[src/rtl/fetch_ctrl.sv]
// Fetch-stage sequencer: PC source/enable and IF/ID, ID/EX controls for boot, stall, branch, return and halt.
// Optional FETCH_PERF_CNT_EN adds saturating stall/flush event counters.
module fetch_ctrl #(
    parameter int unsigned BOOT_CYCLES = 1
) (
    input  logic        clk,
    input  logic        rst,
    input  logic        stall_req,
    input  logic        br_taken,
    input  logic        ret_req,
    input  logic        ret_valid,
    input  logic        halt_req,
    output logic [1:0]  PCSrc,
    output logic        PC_we,
    output logic        IFID_we,
    output logic        IFID_flush,
    output logic        IDEX_flush,
    output logic [1:0]  state,
    output logic        halted,
    output logic [15:0] stall_cnt,
    output logic [15:0] flush_cnt
);

    typedef enum logic [1:0] {
        S_BOOT     = 2'b00,
        S_RUN      = 2'b01,
        S_RET_WAIT = 2'b10,
        S_HALT     = 2'b11
    } state_e;

    typedef enum logic [1:0] {
        PC_INC  = 2'b00,
        PC_EX   = 2'b01,
        PC_RET  = 2'b10,
        PC_HOLD = 2'b11
    } pcsrc_e;

    localparam logic [3:0] BOOT_LAST = 4'(BOOT_CYCLES - 1);

    state_e     state_q, state_d;
    logic [3:0] boot_cnt_q, boot_cnt_d;
    pcsrc_e     pcsrc;

    always_ff @(posedge clk or negedge rst) begin
        if (!rst) begin
            state_q    <= S_BOOT;
            boot_cnt_q <= '0;
        end else begin
            state_q    <= state_d;
            boot_cnt_q <= boot_cnt_d;
        end
    end

    always_comb begin
        state_d    = state_q;
        boot_cnt_d = boot_cnt_q;
        unique case (state_q)
            S_BOOT: begin
                boot_cnt_d = boot_cnt_q + 4'd1;
                if (boot_cnt_q == BOOT_LAST) state_d = S_RUN;
            end
            S_RUN: begin
                // Priority order matters: an older return beats a branch, which beats halt.
                if (ret_req)       state_d = S_RET_WAIT;
                else if (br_taken) state_d = S_RUN;
                else if (halt_req) state_d = S_HALT;
            end
            S_RET_WAIT: begin
                if (ret_valid) state_d = S_RUN;
            end
            S_HALT: state_d = S_HALT;
            default: state_d = S_BOOT;
        endcase
    end

    always_comb begin
        pcsrc      = PC_HOLD;
        PC_we      = 1'b0;
        IFID_we    = 1'b0;
        IFID_flush = 1'b0;
        IDEX_flush = 1'b0;
        halted     = 1'b0;
        unique case (state_q)
            S_BOOT: IFID_flush = 1'b1;
            S_RUN: begin
                if (ret_req) begin
                    IFID_flush = 1'b1;
                    IDEX_flush = 1'b1;
                end else if (br_taken) begin
                    pcsrc      = PC_EX;
                    PC_we      = 1'b1;
                    IFID_flush = 1'b1;
                    IDEX_flush = 1'b1;
                end else if (!halt_req) begin
                    if (stall_req) begin
                        IDEX_flush = 1'b1;
                    end else begin
                        pcsrc   = PC_INC;
                        PC_we   = 1'b1;
                        IFID_we = 1'b1;
                    end
                end
            end
            S_RET_WAIT: begin
                IFID_flush = 1'b1;
                IDEX_flush = 1'b1;
                if (ret_valid) begin
                    pcsrc = PC_RET;
                    PC_we = 1'b1;
                end
            end
            S_HALT: begin
                IDEX_flush = 1'b1;
                halted     = 1'b1;
            end
            default: IFID_flush = 1'b1;
        endcase
    end

    assign PCSrc = pcsrc;
    assign state = state_q;

`ifdef FETCH_PERF_CNT_EN
    logic        stall_evt, flush_evt;
    logic [15:0] stall_cnt_q, stall_cnt_d;
    logic [15:0] flush_cnt_q, flush_cnt_d;

    always_comb begin
        stall_evt   = (state_q == S_RUN) && !ret_req && !br_taken && !halt_req && stall_req;
        flush_evt   = (state_q == S_RUN) && (ret_req || br_taken);
        stall_cnt_d = stall_cnt_q;
        flush_cnt_d = flush_cnt_q;
        if (stall_evt && (stall_cnt_q != '1)) stall_cnt_d = stall_cnt_q + 16'd1;
        if (flush_evt && (flush_cnt_q != '1)) flush_cnt_d = flush_cnt_q + 16'd1;
    end

    always_ff @(posedge clk or negedge rst) begin
        if (!rst) begin
            stall_cnt_q <= '0;
            flush_cnt_q <= '0;
        end else begin
            stall_cnt_q <= stall_cnt_d;
            flush_cnt_q <= flush_cnt_d;
        end
    end

    assign stall_cnt = stall_cnt_q;
    assign flush_cnt = flush_cnt_q;
`else
    assign stall_cnt = '0;
    assign flush_cnt = '0;
`endif

endmodule
[config.mk]
export PLATFORM = sky130hd
export DESIGN_NAME = fetch_ctrl
export DESIGN_NICKNAME = d
export VERILOG_FILES = /design/src/rtl/fetch_ctrl.sv
export SDC_FILE = /design/constraint.sdc
export NUM_CORES = 1
export LEC_CHECK = 0
export ABC_AREA = 0
export BUFFER_PORTS_ARGS = -buffer_cell sky130_fd_sc_hd__buf_2
export CAP_MARGIN = 5
export CORE_UTILIZATION = 35
export CTS_CLUSTER_DIAMETER = 40
export DETAILED_ROUTE_END_ITERATION = 8
export PLACE_DENSITY = 0.71
export SETUP_SLACK_MARGIN = 0.3
export SYNTH_ARGS = -nofsm -noshare
export SYNTH_HDL_FRONTEND = slang
export SYNTH_SLANG_ARGS = --single-unit
[constraint.sdc]
create_clock -name clk -period 1.7 [get_ports clk]
set_clock_uncertainty 0.1 [all_clocks]
set_input_delay 0.51 -clock clk [delete_from_list [all_inputs] [get_ports clk]]
set_output_delay 0.51 -clock clk [all_outputs]
set_load 0.01 [all_outputs]
== Word-level counts from Yosys, hierarchy flattened ==
Cells that the tools add are included.
Word-level totals
  register bits after elaboration: 6
  output and inout bits: 41
  input bits: 7
Operators by class
  reductions and logical operators: 5
  add/subtract/negate cells: 1
  equality and inequality tests: 6
  multiplexer cells: 30
Operators by type and width (count)
  $mux 2: 9
  $mux 1: 16
  $pmux 2 s4: 1
  $pmux 1 s2: 3
  $add 4x1->4 const B: 1
  $eq 2x2->1 const B: 2
  $logic_not 4->1: 1
  $ne 2x2->1 const B: 2
  $ne 4x4->1 const B: 1
  $pmux 2 s2: 1
  $reduce_or 2->1: 2
  $reduce_and 3->1: 1
  $eq 2x1->1 const B: 1
  $logic_not 2->1: 1

== Longest topological paths before layout ==
Gate-level depths: netlist of run 1.
  depth after elaboration: 5
  depth in mapped cells: 5
  depth with buffers taken out: 5

== Least setup slack after synthesis of run 1 ==
Ideal clock, no wire load.
  path kind: reg2out
  start point: reg state_q[1], in the netlist state[1]
  end point: out PC_we
  stages on the path, launching flop included: 6
  slack: -0.173 ns
  buffers on the path: 0
  arrival time: 1.263 ns
  required time: 1.090 ns
  path through: dfrtp_1 inv_1 ha_1 nor2b_1 o21ai_0 a21boi_0
On the way
  cells in the longest elaborated chain, start to end: 2
  elaborated cells between the ends (all ways): 3
  classes of those cells: eq/ne: 2; mux: 1
Ends and longest elaborated chain
  start: declaration: RTL line 40  | state_e state_q, state_d;
  start signal: assignment: RTL line 49  | state_q <= state_d;
  $eq 2x2->1 / $eq 2x1->1 (equally long branches): RTL line 83  | unique case (state_q)
  $pmux 1 s2 (*): RTL line 83
  end: declaration: RTL line 14  | output logic PC_we,
Every way passes the cells marked *; elsewhere a longest branch is shown, timed or not.

== Worst setup path in the final report of run 1 ==
  start point: reg state_q[0], in the netlist state[0]
  end point: out PC_we
Same word-level chain as after synthesis.

==> flow_metrics.tcl, run 1 <==
set metrics [dict create \
    nets 135 \
    critPathBufInv 2 \
    die-height_um 46.7 \
    ys_ff_latch 6 \
    clk_latency_ns 0.25 \
    timing.fmax_mhz 506 \
    placed_cells 136 \
    cellPowerDensity_nw_per_um2 759 \
    critPathCapture "PC_we" \
    port_buffers 15 \
    period_needed_ns 1.98 \
    met1_length_um 510 \
    drv_cap 0 \
    dp_hpwl_um 1010 \
    core_area_um2 1800 \
    peakVddDrop_uv 472 \
    place_congestion 0.767 \
    violations "setup timing" \
    grt_usage_pct 12.2 \
    rrSetupSlack_ns 0 \
    crit_family "flip-flops" \
    drive_gt1_share_pct 42.1 \
    die_x_um 46.7 \
    ant_nets 0 \
    ios 48 \
    avgSynthCellArea_um2 8.23 \
    cp.depth 4 \
    crit_path_end_kind "primary output" \
    rows 15 \
    yosysWarnings 0 \
    finalHoldViolCount 0 \
    via_per_inst 3.86 \
    hold_path_class "reg -> reg" \
    areaGrowthSynthToFinish_pct 33.6 \
    dp_slack_ns -0.218 \
    r2r_start "state[1]" \
    cts-root-buf "clkbuf_4" \
    fin_cells 146 \
    clk_path_buf_depth 2 \
    grt_pass1_vias 467 \
    cts_tree "yes" \
    grt_pass1_wl_um 1850 \
    worst_slack_ns -0.278 \
    cp_slowest_stage_delay_ns 0.43 \
    dieArea_um2 2180 \
    first_iter_violations 11 \
    h-tree-depth 1 \
    antenna_cells 0 \
    wl_met3_um 70 \
    wl_met2_um 681 \
    drtPass1Iterations 4 \
    wl_um 1280 \
    cts_made_buffers 3 \
    layout_common_cells "32 x conb_1, 18 x buf_4, 13 x buf_2, 5 x nand2_1, 5 x dfrtp_1" \
    syn_area_um2 699 \
    wl_per_cell_um 8.75 \
    slew_viol_final 0 \
    antenna_found_initial 0 \
    layout_commonest_cell "conb_1" \
    crit_chain "inv_2 > ha_1 > a21boi_2 > buf_2" \
    synth-seq-area-share_pct 21.5 \
    grt_setup_unrepaired "true" \
    power.leakage_nw 0.487 \
    grt_overflow 0 \
    netlist_instances 85 \
    critical_path_class "reg -> out" \
    top_layer "met4" \
    initial_core_util_pct 38.8 \
    critPathArrivalTime_ns 1.37 \
    clock-sinks 6 \
    post-route-period-util_pct 116 \
    outcome "finished with violations" \
    grt_start_max_net_pins 7 \
    reg2reg_to "state[0]" \
    clk_pin_slew_ns 0.05 \
    crit_fanout 3 \
    worstSetupStartpointType "register" \
    finalSetupViolCount 8 \
    startpoint "state[0]" \
    critPathSlowestCell "dfrtp_2" \
    synth_cell_type_count 26 \
    cp.required_ns 1.09 \
    reg2reg_depth 6 \
    drc_errors 0 \
    dr_total_vias 564 \
]
==> cell families after synthesis <==
logic type,share of synthesized area (%)
AOI/OAI and AO/OA,9.84
xor gates and xnor gates,3.76
adders and majority gates,10.7
buffers and inverters,38.1
DFF,21.5
muxes,2.86
other,0.536
and+or+nand+nor,12.7
==> synth_stat cells (all sizes together) <==
master | instances | area share [%]
o21ai | 2 | 1.4
inv | 5 | 2.7
a21oi | 5 | 3.6
ha | 6 | 11
nor2 | 3 | 1.6
o31ai | 1 | 1.1
nand4 | 1 | 0.90
conb | 1 | 0.54
and3 | 1 | 0.90
nand3b | 1 | 1.1
nand3 | 1 | 0.71
a21boi | 1 | 1.1
a222oi | 1 | 1.4
clkbuf | 1 | 0.54
dfrtp | 6 | 21
or3b | 1 | 1.3
clkinv | 1 | 0.54
xor2 | 1 | 1.3
buf | 32 | 34
nor2b | 2 | 1.8
or2 | 1 | 0.90
o311ai | 1 | 1.3
nand2b | 1 | 0.90
xnor2 | 2 | 2.5
mux2i | 2 | 2.9
nand2 | 5 | 2.7
==> power breakdown <==
part / switching, mW / internal, mW
sequential: 0.0156 / 0.167
combinational: 0.190 / 0.193
clock: 0.0539 / 0.0891
==> sequential cells by signal (all words and copies together) (netlist names) <==
register,count
boot_cnt_q,4
state,2
==> worst reg2reg max path: cells and delay by family (launching register included) <==
kind            cells  cell delay, ns
compound gates      1            0.32
fa+ha+maj           1            0.17
buf+inv             3            0.45
flops               1            0.40
mux                 1            0.18
==> area by class of cell <==
| class | count | area (µm²) |
|---|---|---|
| sequential | 6 | 151 |
| tap | 25 | 31.3 |
| clock buffer | 4 | 26.3 |
| timing repair buffer | 34 | 233 |
| multi-input combinational | 71 | 470 |
| fill | 172 | 867 |
| inverter | 6 | 22.5 |
==> worst min path at each step <==
stage | endpoint | from | slack, ns | cells past startpoint
2_1_floorplan | boot_cnt_q[0] | rst | 0.11 | 0
3_3_place_gp | boot_cnt_q[0] | rst | 0.24 | 1
3_5_place_dp | boot_cnt_q[0] | rst | 0.24 | 1
4_1_cts | boot_cnt_q[3] | boot_cnt_q[3] | 0.37 | 1
5_1_grt | boot_cnt_q[3] | boot_cnt_q[3] | 0.40 | 1
6_report | boot_cnt_q[3] | boot_cnt_q[3] | 0.37 | 1
==> what timing repair did <==
action	CTS	global route
setup buffers	3	2
hold endpoints to repair	6	0
setup endpoints to repair	11	13
hold buffers	1	0
pin swaps	2	1
gates resized for setup	4	4
==> metal layers <==
metal / global-route usage [%] / vias to the layer above
li1: - / 282
met1: 15.0 / 251
met2: 20.0 / 29
met3: 1.18 / 2
met4: 8.57 / 0
met5: 0 / -
==> through the flow <==
stage	hold slack, ns	total power [mW]	instance area [µm²]	utilization, %	TNS (ns)
final	0.369	0.710	935	51.9	-1.49
after detailed placement	0.238	0.525	821	45.6	-0.964
after global routing	0.402	0.775	935	51.9	-2.25
after global placement	0.236	0.515	821	45.6	-0.891
after floorplan	0.114	0.441	871	-	0
after CTS	0.369	0.697	897	49.8	-1.68
(Power assumes the default switching activity.)
==> inputs of run 2 (changes only) <==
--- a/config.mk
+++ b/config.mk
@@ -12,7 +12,7 @@
 export CTS_CLUSTER_DIAMETER = 40
 export DETAILED_ROUTE_END_ITERATION = 8
 export PLACE_DENSITY = 0.71
-export SETUP_SLACK_MARGIN = 0.3
+export SETUP_SLACK_MARGIN = 0.15
 export SYNTH_ARGS = -nofsm -noshare
 export SYNTH_HDL_FRONTEND = slang
 export SYNTH_SLANG_ARGS = --single-unit
==> run 2 against run 1 <==
Compared with the run above:
- critical path type unchanged
- first-iteration DRC count did not move
- utilization rose by 0.97 points
- power rose by 7.6%
- the run still ends with setup timing left
- setup slack got worse by 0.012 ns
- die area did not move
- flip-flop and latch count did not move
- final area rose by 1.9%
==> flow_metrics.tcl, run 2 (synthesized netlist as in run 1, its figures left out) <==
set metrics [dict create \
    layout_commonest_cell "conb_1" \
    power.leakage_nw 0.475 \
    clk_pin_slew_ns 0.05 \
    place_area_um2 801 \
    post-route-period-util_pct 117 \
    grt_overflow 0 \
    clk_latency_ns 0.24 \
    grt_pass1_vias 453 \
    final_util_pct 52.8 \
    wl_per_cell_um 9.46 \
    drive_gt1_share_pct 46.7 \
    drc_errors 0 \
    critPathSlowestCell "dfrtp_2" \
    drv_cap 0 \
    critPathBufInv 2 \
    critPathArrivalTime_ns 1.38 \
    outcome "finished with violations" \
    ios 48 \
    top_register "boot_cnt_q" \
    largest_register_ffs 4 \
    hold_ws_ns 0.368 \
    cp_slowest_stage_delay_ns 0.43 \
    cp.depth 4 \
    slew_viol_final 0 \
    reg2reg_depth 6 \
    cp.required_ns 1.09 \
    critical_path_class "reg -> out" \
    grt_pass1_wl_um 1820 \
    die_x_um 46.7 \
    first_iter_violations 11 \
    peakVddDrop_uv 519 \
    violations "setup timing" \
    nets 134 \
    cts_made_buffers 3 \
    crit_family "flip-flops" \
    cts-root-buf "clkbuf_4" \
    finalHoldViolCount 0 \
    rows 15 \
    dp_hpwl_um 976 \
    clock-sinks 6 \
    grt_setup_unrepaired "true" \
    die-height_um 46.7 \
    core_area_um2 1800 \
    finalSetupViolCount 9 \
    timing.fmax_mhz 503 \
    clk_path_buf_depth 2 \
    fin_area_um2 952 \
    h-tree-depth 1 \
    hold_path_class "reg -> reg" \
    dieArea_um2 2180 \
    grt_usage_pct 11.9 \
    layout_common_cells "32 x conb_1, 17 x buf_4, 15 x buf_2, 5 x nand2_1, 5 x dfrtp_1" \
    drtPass1Iterations 4 \
    period_needed_ns 1.99 \
    grt_start_max_net_pins 8 \
    crit_chain "inv_2 > ha_2 > a21boi_2 > buf_2" \
    place_congestion 0.756 \
    whs_path_depth 1 \
    wl_um 1370 \
    areaGrowthSynthToFinish_pct 36.1 \
    dr_total_vias 565 \
    via_per_inst 3.90 \
    worstSetupStartpointType "register" \
    cts_tree "yes" \
    dp_slack_ns -0.225 \
    antenna_found_initial 0 \
    crit_fanout 3 \
    worst_slack_ns -0.290 \
    crit_path_end_kind "primary output" \
    ant_nets 0 \
    antenna_cells 0 \
    port_buffers 15 \
    initial_core_util_pct 38.8 \
    cellPowerDensity_nw_per_um2 802 \
]
[run 2: per-layer routing]
| metal | share of wire, % | up-vias | track usage (%) |
|---|---|---|---|
| met4 | 0 | 0 | 6.86 |
| met2 | 58 | 27 | 21.9 |
| met1 | 37 | 258 | 13.0 |
| li1 | - | 280 | - |
| met3 | 5.3 | 0 | 1.18 |
| met5 | 0 | - | 0 |
[run 2: power breakdown]
| part | switching [mW] | internal, mW | total [mW] |
|---|---|---|---|
| clock | 0.0524 | 0.0890 | 0.141 |
| sequential | 0.0181 | 0.167 | 0.186 |
| combinational | 0.216 | 0.221 | 0.437 |
[run 2: timing repair]
action | CTS | global route
hold buffers | 1 | 0
setup buffers | 1 | 5
endpoints found under the setup margin | 9 | 10
gates resized for setup | 6 | 9
pin swaps | 2 | 2
endpoints found under the hold margin | 6 | 0
gates cloned | 0 | 0
[run 2: worst register-to-register path: stages (launching register included)]
cell and delay (ns):
dfrtp_1 0.38, inv_2 0.08, ha_4 0.12, or3b_1 0.34
a222oi_1 0.26, buf_4 0.19, mux2i_2 0.23
[run 2: area by class of cell]
type,count,area [µm²]
inverter,6,22.5
multi-input combinational,71,508
clock buffer,4,26.3
sequential,6,151
fill,180,850
tap,25,31.3
timing repair buffer,33,213
[run 2: worst paths after layout]
| kind | startpoint | to | slack (ns) |
|---|---|---|---|
| worst max-delay path | state[0] | PC_we | -0.29 |
| worst min-delay path | boot_cnt_q[3] | boot_cnt_q[3] | 0.37 |
| worst max register to register | boot_cnt_q[1] | state[0] | -0.10 |
| worst min register to register | boot_cnt_q[3] | boot_cnt_q[3] | 0.37 |
| max in group asynchronous | rst | state[0] | 0.83 |
| min in group asynchronous | rst | boot_cnt_q[1] | 0.52 |
[run 2: per-stage QoR]
step                TNS (ns)  std cells  total power, mW
floorplan                  0        116            0.439
finish                 -1.80        145            0.764
detailed placement     -1.01        134            0.518
global placement      -0.900        134            0.508
global route           -2.35        145            0.824
CTS                    -1.74        140            0.688
==> inputs of run 3 (changes only) <==
--- a/config.mk
+++ b/config.mk
@@ -8,10 +8,13 @@
 export ABC_AREA = 0
 export BUFFER_PORTS_ARGS = -buffer_cell sky130_fd_sc_hd__buf_2
 export CAP_MARGIN = 5
+export CORE_MARGIN = 5
 export CORE_UTILIZATION = 35
 export CTS_CLUSTER_DIAMETER = 40
 export DETAILED_ROUTE_END_ITERATION = 8
+export HOLD_SLACK_MARGIN = 0.08
 export PLACE_DENSITY = 0.71
+export RECOVER_POWER = 25
 export SETUP_SLACK_MARGIN = 0.15
 export SYNTH_ARGS = -nofsm -noshare
 export SYNTH_HDL_FRONTEND = slang
==> run 3 against run 2 <==
Compared with the run above:
- the run still ends with setup timing left
- die area up 37%
- largest cell class unchanged
- highest routed layer is now met4
- final area down 8.4%
- worst hold slack better by 0.011 ns
- maximum frequency up 0.85%
- flip-flop and latch count unchanged
- setup slack better by 0.017 ns
- critical path depth up 1
- utilization down 7.9 points
- power down 11%
==> flow_metrics.tcl, run 3 (synthesized netlist as in run 1, its figures left out) <==
set metrics [dict create \
    largest_register_ffs 4 \
    place_congestion 0.719 \
    grt_overflow 0 \
    nets 130 \
    finalSetupViolCount 7 \
    drv_cap 0 \
    first_iter_violations 7 \
    tns_ns -1.63 \
    power_switching_mw 0.252 \
    cts_tree "yes" \
    min_to "boot_cnt_q[3]" \
    critical_path_class "reg -> out" \
    drtPass1Iterations 4 \
    clk_pin_slew_ns 0.05 \
    areaGrowthSynthToFinish_pct 24.7 \
    combPwrFrac_pct 52.1 \
    layout_common_cells "32 x conb_1, 14 x buf_2, 13 x buf_4, 5 x nand2_1, 5 x dfrtp_1" \
    violations "setup timing" \
    clock_power_share_pct 21.3 \
    finalHoldViolCount 0 \
    via_per_inst 3.83 \
    dp_hpwl_um 1150 \
    reg2reg_to "state[0]" \
    hold_path_class "reg -> reg" \
    rows 16 \
    critPathSlowestCell "dfrtp_1" \
    dieArea_um2 2990 \
    worstSetupStartpointType "register" \
    grt_pass1_wl_um 2040 \
    crit_chain "buf_4 > ha_2 > a21oi_2 > a21oi_2 > buf_2" \
    power.leakage_nw 0.450 \
    antenna_found_initial 0 \
    cpMostUsedCell "a21oi_2" \
    r2r_start "boot_cnt_q[1]" \
    antenna_cells 0 \
    h-tree-depth 1 \
    placed_cells 136 \
    slew_viol_final 0 \
    hold_start "boot_cnt_q[3]" \
    swShare_pct 36.9 \
    grt_usage_pct 9.52 \
    fill_cells 205 \
    cts_made_buffers 3 \
    wl_met3_um 113 \
    top_register "boot_cnt_q" \
    wl_met2_um 721 \
    final_util_pct 44.9 \
    dr_total_vias 547 \
    seqPwrFrac_pct 26.6 \
    fin_area_um2 872 \
    cellPowerDensity_nw_per_um2 783 \
    drive_gt1_share_pct 38.8 \
    core_area_um2 1940 \
    drc_errors 0 \
    initial_core_util_pct 36.0 \
    grt_setup_unrepaired "true" \
    die-height_um 54.7 \
    dp_slack_ns -0.240 \
    peakVddDrop_uv 511 \
    rrSetupSlack_ns 0 \
    grt_start_max_net_pins 7 \
    period_needed_ns 1.97 \
    power_mw 0.683 \
    outcome "finished with violations" \
    met1_length_um 487 \
    critPathArrivalTime_ns 1.36 \
    crit_fanout 5 \
    crit_family "flip-flops" \
    timing.fmax_mhz 507 \
    cp_slowest_stage_delay_ns 0.40 \
    crit_path_end_kind "primary output" \
    cp.required_ns 1.09 \
    ios 48 \
    wl_um 1350 \
    reg2reg_depth 6 \
    clk_latency_ns 0.25 \
    whs_path_depth 1 \
    layout_commonest_cell "conb_1" \
    wl_per_cell_um 9.46 \
    fin_cells 143 \
    post-route-period-util_pct 116 \
    grt_pass1_vias 497 \
    clk_path_buf_depth 2 \
    top_layer "met4" \
    internal_power_mw 0.431 \
    cts-root-buf "clkbuf_4" \
    clock-sinks 6 \
    port_buffers 15 \
    ant_nets 0 \
    die_x_um 54.7 \
    place_area_um2 803 \
    critPathBufInv 2 \
    worst_slack_ns -0.273 \
    hold_ws_ns 0.379 \
]
[run 3: cell count changes in the layout (fill, tap and decap cells not counted), sizes merged]
cell / change
buf: -5
clkbuf: +1
[run 3: power by group through the flow]
stage	logic [mW]	clock network [mW]	registers [mW]
after floorplan	0.245	0	0.195
after global placement	0.326	0	0.184
after detailed placement	0.328	0	0.185
after CTS	0.341	0.151	0.183
after global routing	0.401	0.161	0.187
final	0.356	0.145	0.182
[run 3: repair_timing]
item                                    CTS  global route
resized for setup                         2             3
endpoints found under the setup margin   10            10
hold endpoints to repair                  6             0
setup buffers                             1             1
hold buffers                              1             0
pin swaps                                 2             2
[run 3: layer usage]
metal	global-route usage, %	vias to the layer above
li1	-	273
met1	10.6	247
met2	16.3	23
met3	1.63	4
met4	6.22	0
met5	0	-
[run 3: worst max-delay path by stage]
stage / slack [ns] / endpoint / cells past startpoint / from
after floorplan: 0.01 / PCSrc[0] / 3 / br_taken
after global placement: -0.23 / PCSrc[0] / 5 / br_taken
after detailed placement: -0.24 / PCSrc[0] / 5 / br_taken
after CTS: -0.30 / PC_we / 6 / state[1]
after global routing: -0.37 / PC_we / 6 / state[1]
final: -0.27 / IDEX_flush / 5 / state[1]
[run 3: cell type report]
type / count / area, µm² / share of cell area (%)
Inverter: 6 / 22.5 / 2.58
Multi-Input combinational cell: 71 / 457 / 52.4
Tap cell: 27 / 33.8 / 3.87
Sequential cell: 6 / 151 / 17.4
Timing Repair Buffer: 29 / 181 / 20.8
Clock buffer: 4 / 26.3 / 3.01
